### config.mk
export PLATFORM = sky130hd
export DESIGN_NAME = itof
export DESIGN_NICKNAME = d
export VERILOG_FILES = /design/src/rtl/fp32_pkg.sv /design/src/rtl/lzc32.sv /design/src/rtl/itof.sv
export SDC_FILE = /design/constraint.sdc
export NUM_CORES = 1
export LEC_CHECK = 0
export CAP_MARGIN = 20
export CORE_MARGIN = 10
export CORE_UTILIZATION = 50
export DETAILED_ROUTE_END_ITERATION = 10
export PLACE_DENSITY = 0.77
export SYNTH_ARGS = -nofsm -noshare
export SYNTH_HDL_FRONTEND = slang
export SYNTH_SLANG_ARGS = --single-unit
export TNS_END_PERCENT = 5
### constraint.sdc
create_clock -name clk -period 4.2 [get_ports clk]
set_input_delay 1.05 -clock clk [delete_from_list [all_inputs] [get_ports clk]]
set_output_delay 1.05 -clock clk [all_outputs]
set_load 0.03 [all_outputs]
### src/rtl/fp32_pkg.sv
// Shared binary32 constants and field layout for the FPU datapath.
// Used by the integer-to-float unit and its helpers.
package fp32_pkg;

   localparam int FP32_BIAS   = 127;
   localparam int FP32_EXP_W  = 8;
   localparam int FP32_FRAC_W = 23;

   // Exponent of a value whose leading one sits at bit 31 of the magnitude.
   localparam logic [FP32_EXP_W-1:0] ITOF_EXP_BASE = FP32_EXP_W'(FP32_BIAS + 31);

   typedef struct packed {
      logic                   sign;
      logic [FP32_EXP_W-1:0]  exp;
      logic [FP32_FRAC_W-1:0] frac;
   } fp32_t;

endpackage

### src/rtl/lzc32.sv
// Combinational 32-bit leading-zero counter, built as a log-depth merge tree.
// Returns 32 for an all-zero input.
module lzc32 (
   input  logic [31:0] a,
   output logic [5:0]  cnt
);

   // Each level merges two neighbouring counts: MSB of a count means "all zero".
   logic [1:0] c1 [16];
   logic [2:0] c2 [8];
   logic [3:0] c3 [4];
   logic [4:0] c4 [2];

   for (genvar i = 0; i < 16; i++) begin : g_l1
      assign c1[i] = {~a[2*i+1] & ~a[2*i], ~a[2*i+1] & a[2*i]};
   end

   for (genvar i = 0; i < 8; i++) begin : g_l2
      assign c2[i] = {c1[2*i+1][1] &  c1[2*i][1],
                      c1[2*i+1][1] & ~c1[2*i][1],
                      c1[2*i+1][1] ? c1[2*i][0] : c1[2*i+1][0]};
   end

   for (genvar i = 0; i < 4; i++) begin : g_l3
      assign c3[i] = {c2[2*i+1][2] &  c2[2*i][2],
                      c2[2*i+1][2] & ~c2[2*i][2],
                      c2[2*i+1][2] ? c2[2*i][1:0] : c2[2*i+1][1:0]};
   end

   for (genvar i = 0; i < 2; i++) begin : g_l4
      assign c4[i] = {c3[2*i+1][3] &  c3[2*i][3],
                      c3[2*i+1][3] & ~c3[2*i][3],
                      c3[2*i+1][3] ? c3[2*i][2:0] : c3[2*i+1][2:0]};
   end

   assign cnt = {c4[1][4] &  c4[0][4],
                 c4[1][4] & ~c4[0][4],
                 c4[1][4] ? c4[0][3:0] : c4[1][3:0]};

endmodule

### src/rtl/itof.sv
// Two-stage pipelined int32 -> binary32 converter with round-to-nearest-even.
// Stage 1 takes sign/magnitude and counts leading zeros; stage 2 normalises, rounds, packs.
module itof
   import fp32_pkg::*;
(
   input  logic               clk,
   input  logic               rst,
   input  logic               valid_in,
   input  logic signed [31:0] x,
   output logic               valid_out,
   output logic [31:0]        y
);

   function automatic logic [FP32_FRAC_W:0] round_rne(
      input logic [FP32_FRAC_W-1:0] mant,
      input logic                   guard,
      input logic                   sticky
   );
      logic up;
      up = guard & (sticky | mant[0]);
      return {1'b0, mant} + {{FP32_FRAC_W{1'b0}}, up};
   endfunction

   logic        vld_p1, vld_p2;
   logic        s_p1;
   logic [31:0] m_p1;
   logic [5:0]  lz_p1;
   logic [31:0] y_p2;

   logic [31:0] m_c;
   logic [5:0]  lz_c;

   // Negating 0x80000000 wraps to itself, which is exactly 2^31 unsigned.
   assign m_c = x[31] ? $unsigned(-x) : $unsigned(x);

   lzc32 u_lzc (
      .a   (m_c),
      .cnt (lz_c)
   );

   // ---- stage 1 boundary ----
   always_ff @(posedge clk) begin
      s_p1  <= x[31];
      m_p1  <= m_c;
      lz_p1 <= lz_c;
   end

   logic [31:0]            n_c;
   logic [FP32_FRAC_W:0]   rnd_c;
   logic [FP32_EXP_W-1:0]  e_c;
   fp32_t                  res_c;

   always_comb begin
      n_c   = m_p1 << lz_p1;
      rnd_c = round_rne(n_c[30:8], n_c[7], |n_c[6:0]);
      e_c   = ITOF_EXP_BASE - {2'b00, lz_p1} + {7'd0, rnd_c[FP32_FRAC_W]};
      res_c.sign = s_p1;
      // n[31] clear means the operand was zero: force +0 instead of exponent 126.
      res_c.exp  = n_c[31] ? e_c : '0;
      res_c.frac = rnd_c[FP32_FRAC_W-1:0];
   end

   // ---- stage 2 boundary ----
   always_ff @(posedge clk) begin
      if (rst) begin
         vld_p1 <= 1'b0;
         vld_p2 <= 1'b0;
         y_p2   <= '0;
      end else begin
         vld_p1 <= valid_in;
         vld_p2 <= vld_p1;
         if (vld_p1) y_p2 <= res_c;
      end
   end

   assign valid_out = vld_p2;
   assign y         = y_p2;

endmodule

==> run metrics, run 1 <==
Synth top area share=24.2%; WS Path Type=in -> reg; Wirelength per Cell=18.7 um; Combinational Power Share=37.6%; synth top area cells=dfxtp_1 24%, mux4_2 13%, xnor2_1 4.2%; EDFF count, synth=0; die boundary height=~130 um; CTS tree=done; Syn Nets=between 700 and 800; setup skew after layout=between 0.005 and 0.006 ns; Crit. End Element=flop; slew margin rel.=44.5%; Post-Synthesis Cell Area=approximately 0.0060 mm2; Seq cells post-synth=73; switch share=roughly 32%; Via density=slightly above 6; CP required=4.42 ns; worst hold path type=reg -> reg; CTS resizes=0; Slew Viols, Final=0; placed cell area=a little over 0.007 mm2; placed cell count=between 900 and 1000; share of cells above drive strength 1=21.1%; DRT Wirelength=17700 um; GR Overflow Total=0; Seq pwr share=31.2%; status=complete, no violations; synth unique cells=79; Seq/Total Area, Yosys=24.2%; ys flop type=dfxtp_1; Post-Route Setup TNS=0 ns; commonest non-fill, non-tap cell in the layout=buf_4; non-filler instance count after layout=945; Initial Utilization=50.8%; Post-CTS Setup Inserts=0; final hold slack=0.448 ns; GP Congestion=0.992; CP max FO=3; initial antenna violation count=0; FP Rows=40; Post-DRT Antenna Nets=0; Max clock buf depth=2; CTS Hold Bufs=0; die area=0.0169 mm2; most frequent cells in the layout=76 x buf_4, 72 x dfxtp_1, 67 x clkdlybuf4s50_1, 62 x nor2_1, 59 x nand2_1; fmax=approximately 0.25 GHz; minimum clock period=4.02 ns; Arr. time, crit path=4.24 ns; Initial DRC Count=422; die width=130 um; final hold violations=0; Syn Inst Count=a little under 700; sw power=0.000853 W; final core utilization=63.5%; CTS buffer count=9; largest net degree at the start of global routing=39; clock latency at the later pin of the worst-skew pair=0.34 ns; Async S/R FF share, synth=0%; Area Overhead vs Synth=24.9%; PwrDens=approximately 350 mW/mm2; vias in the first global route=5816; CTS sink cnt=between 70 and 80; Avg Inst Size Synth=8.79 um2; number of port buffers=67; Antenna diodes=0; period utilization=95.6%; number of remaining DRC errors=0; clock root buffer=clkbuf_16; fin area=0.00756 mm2; Pint=approximately 0.0018 W; max cap viols=0; Syn. warnings=0; # fillers=1035; GRT Overall Usage=21.1%; First-pass DRT Iterations=5; startpoint type of the worst setup path=primary input; Max IR drop VDD=around 0.17 mV; leakage=2.86 nW; unrepaired setup endpoints after global routing=no; Synth area leader=dfxtp_1; Worst-Margin Slew=roughly 0.83 ns; core area=about 0.012 mm2; Reg clk slew, reported paths=roughly 0.05 ns; clock share of power=31.2%; io pins=68; number of nets in the layout=832; first-pass GRT wire length=29000 um; Setup-failing EPs final=0; vias=between 5000 and 6000; H-tree depth=3; DP HPWL=roughly 14000 um
[through the flow]
step	setup slack, ns	power (W)
6_report	0.183	0.00263
5_1_grt	0.00307	0.00276
4_1_cts	0.191	0.00264
3_5_place_dp	-0.134	0.00181
3_3_place_gp	-0.0422	0.00179
2_1_floorplan	0.402	0.00149
[path summary, 6_finish.rpt]
check / cells after the start / from / slack (ns) / to
max: 13 / x[0] / 0.18 / lz_p1[0]$_DFF_P_
min reg2reg: 2 / y[11]$_SDFFE_PP0P_ / 0.45 / y[11]$_SDFFE_PP0P_
min: 2 / y[11]$_SDFFE_PP0P_ / 0.45 / y[11]$_SDFFE_PP0P_
max reg2reg: 12 / lz_p1[1]$_DFF_P_ / 0.23 / y[28]$_SDFFE_PP0P_
[critical path, cell delays in order]
cell	delay [ns]
clkdlybuf4s50_1	0.42
inv_1	0.09
ha_1	0.17
or4b_2	0.66
buf_4	0.18
o41ai_1	0.31
xor2_1	0.22
inv_1	0.08
a211oi_1	0.22
a211o_1	0.13
a21oi_1	0.05
or2_2	0.29
a221o_1	0.34
[cells in the mapped netlist (4+ instances only)]
cell type	n
and2_1	6
dfxtp_1	73
nand3_1	9
nand2_1	59
nor3_1	22
or2_2	7
a21oi_1	20
o21ai_0	36
nand3b_1	5
a22oi_1	6
mux2i_1	15
xnor2_1	29
or4_4	4
buf_6	6
a211oi_1	16
nor2b_1	13
mux4_2	35
a32oi_1	6
clkbuf_1	32
or3_1	9
ha_1	4
nor2_1	62
mux4_1	4
buf_1	6
a22o_1	8
o31ai_1	11
or4_1	6
a32o_1	7
a31oi_1	8
inv_1	18
mux2_2	13
nor4_1	13
nand4_1	7
and3_1	14
nand2b_1	10
xor2_1	18
[sequential cells by signal, indices dropped and copies added, names as in the netlist]
signal     flops
s_p1           1
vld_p1         1
valid_out      1
y             32
lz_p1          6
m_p1          32
[power groups by stage]
stage	Sequential, W	Clock (W)	Combinational, W
2_1_floorplan	0.000857	0	0.000636
3_3_place_gp	0.000828	0	0.000964
3_5_place_dp	0.000834	0	0.000977
4_1_cts	0.000821	0.000834	0.000983
5_1_grt	0.000832	0.000863	0.00106
6_report	0.000821	0.000822	0.000989
[metal layers]
layer  up-vias  part of all wire, %  track usage [%]
met4         0                  3.9             10.9
met2       213                   50             37.3
met3        47                  5.1             3.29
li1       2837                    -                -
met5         -                    0                0
met1      2741                   41             24.0
[layout make-up]
class	instances	area [um2]	share of cell area (%)
inverters	22	82.6	1.09
multi-input cells	544	4260	56.3
flip-flops and latches	73	1460	19.4
clock buffers	11	253	3.34
clock inverters	5	77.6	1.03
well taps	147	184	2.43
repair buffers	143	1240	16.4
[logic make-up after synthesis]
kind of cell	synth area share, %
simple gates	22.8
xor+xnor	6.80
compound gates	19.6
flops	24.2
mux	20.4
buf+inv	5.46
fa+ha+maj	0.827
Note: power is estimated with default switching activity, not from simulation.
==> run 2, diff against run 1 <==
Clock period 4.2 ns to 3.7 ns, I/O delays scaled along.
==> run metrics, run 2 (synthesis gave the netlist of run 1 again) <==
status=complete, no violations; startpoint type of the worst setup path=primary input; Crit Reg-Reg Startpoint=lz_p1[0]$_DFF_P_; PwrDens=371 mW/mm2 (+6.6%); Setup-failing EPs final=0 (unchanged); DP HPWL=15000 um (+4.8%); H-tree depth=3 (unchanged); number of port buffers=67 (unchanged); unrepaired setup endpoints after global routing=yes; Antenna diodes=0 (unchanged); CTS tree=done; CTS buffer count=9 (unchanged); Arr. time, crit path=3.85 ns (-0.39 ns); Crit. Startpoint=x[12]; number of nets in the layout=905 (+8.8%); core area=0.0119 mm2 (unchanged); largest net degree at the start of global routing=39 (unchanged); Via density=6.06 (-1.9%); share of cells above drive strength 1=29.0% (+8.0 points); GP Congestion=0.921 (-7.2%); reg2reg path depth=13 (+1); worst hold path type=reg -> reg; Crit. End Element=flop; Post-DRT Antenna Nets=0 (unchanged); vias=6171 (+5.7%); commonest non-fill, non-tap cell in the layout=buf_4; Final WS setup=0.0647 ns (-0.119 ns); die area=0.0169 mm2 (unchanged); clock latency at the later pin of the worst-skew pair=0.33 ns (about the same); setup skew after layout=0.00395 ns (-0.00177 ns); period utilization=98.3%; Reg clk slew, reported paths=0.05 ns (about the same); CTS Hold Bufs=0 (unchanged); GR Overflow Total=0 (unchanged); final hold violations=0 (unchanged); CTS sink cnt=73 (unchanged); first-pass GRT wire length=30100 um (+4.0%); Worst-Margin Slew=0.553 ns (-0.273 ns); WS Path Type=in -> reg; Area Overhead vs Synth=35.9%; DRT Wirelength=18600 um (+5.2%); initial antenna violation count=0 (unchanged); Tot Pwr=0.00305 W (+16%); First-pass DRT Iterations=8 (+3); CP max FO=3 (unchanged); die boundary height=130 um (unchanged); io pins=68 (unchanged); clock root buffer=clkbuf_16; crit path to=lz_p1[0]$_DFF_P_; Wirelength per Cell=18.3 um (-2.3%); fmax=roughly 0.28 GHz; max cap viols=0 (unchanged); slew margin rel.=62.2% (+18 points); number of remaining DRC errors=0 (unchanged); Initial Utilization=50.8% (unchanged); GRT Overall Usage=22.0% (+0.91 points); Max IR drop VDD=0.213 mV (+22%); minimum clock period=around 3.6 ns; Slew Viols, Final=0 (unchanged); Setup WS pre-CTS=-0.540 ns (-0.407 ns); Max clock buf depth=2 (unchanged); leakage=3.30 nW (+15%); CP required=3.92 ns (-0.50 ns); die width=130 um (unchanged); worst r2r dst=y[26]$_SDFFE_PP0P_; vias in the first global route=6101 (+4.9%); Post-Route Setup TNS=0 ns (unchanged); Initial DRC Count=382 (-9.5%); R2R Setup Slk=0.16 ns (-0.07 ns); most frequent cells in the layout=147 x buf_4, 70 x dfxtp_1, 61 x nor2_1, 60 x clkdlybuf4s50_1, 58 x nand2_1; FP Rows=40 (unchanged)
-- run 2: cell types whose count changed in the layout (fill, tap and decap cells not counted), sizes merged --
cell           change
buf               +73
clkdlybuf4s50      -7
dlymetal6s2s       +7
clkbuf             +3
clkinv             -2
bufinv             -1
-- run 2: area by class of cell --
class,instances,area [um2]
Inverter,22,86.3
Clock inverter,2,35.0
Timing Repair Buffer,216,1830
Sequential cell,73,1470
Clock buffer,14,274
Multi-Input combinational cell,544,4350
Fill cell,994,3690
Tap cell,147,184
-- run 2: worst min-delay path by stage --
stage,from,slack [ns],cells past startpoint,end
finish,y[11]$_SDFFE_PP0P_,0.45,2,y[11]$_SDFFE_PP0P_
global route,y[10]$_SDFFE_PP0P_,0.47,2,y[10]$_SDFFE_PP0P_
CTS,y[11]$_SDFFE_PP0P_,0.45,2,y[11]$_SDFFE_PP0P_
detailed placement,y[11]$_SDFFE_PP0P_,0.44,2,y[11]$_SDFFE_PP0P_
global placement,y[25]$_SDFFE_PP0P_,0.44,2,y[25]$_SDFFE_PP0P_
floorplan,s_p1$_DFF_P_,0.44,2,y[31]$_SDFFE_PP0P_
-- run 2: critical path, stage by stage --
cell and delay (ns):
clkdlybuf4s50_1 0.42, or3_1 0.39, or4_4 0.45, or4_4 0.55, mux2_4 0.32, a32oi_2 0.24, nand4bb_4 0.19, nor3_2 0.05
a221o_1 0.31
-- run 2: what timing repair did --
action | in CTS | in global routing
resized for setup | 5 | 25
setup buffers | 1 | 4
pin swaps | 2 | 8
setup endpoints to repair | 7 | 12
-- run 2: report_power, final --
part | internal (W) | total, W | switching [W]
Combinational | 0.000627 | 0.00124 | 0.000614
Sequential | 0.000859 | 0.000930 | 0.0000715
Clock | 0.000576 | 0.000881 | 0.000305
Total | 0.00206 | 0.00305 | 0.000991
-- run 2: routing by layer --
layer	vias to the layer above	routed length, um	global-route usage [%]
li1	2982	-	-
met1	2917	7580	24.6
met2	220	9470	40.2
met3	52	901	3.57
met4	0	676	9.66
met5	-	0	0
-- run 2: metrics by stage --
| step | instances | hold slack [ns] | area, um2 | utilization [%] |
|---|---|---|---|---|
| floorplan | 688 | 0.441 | 6050 | - |
| global route | 1018 | 0.472 | 8220 | 69.0 |
| detailed placement | 996 | 0.442 | 7740 | 65.0 |
| finish | 1018 | 0.450 | 8220 | 69.0 |
| global placement | 996 | 0.436 | 7740 | 65.0 |
| CTS | 1013 | 0.455 | 8090 | 67.9 |
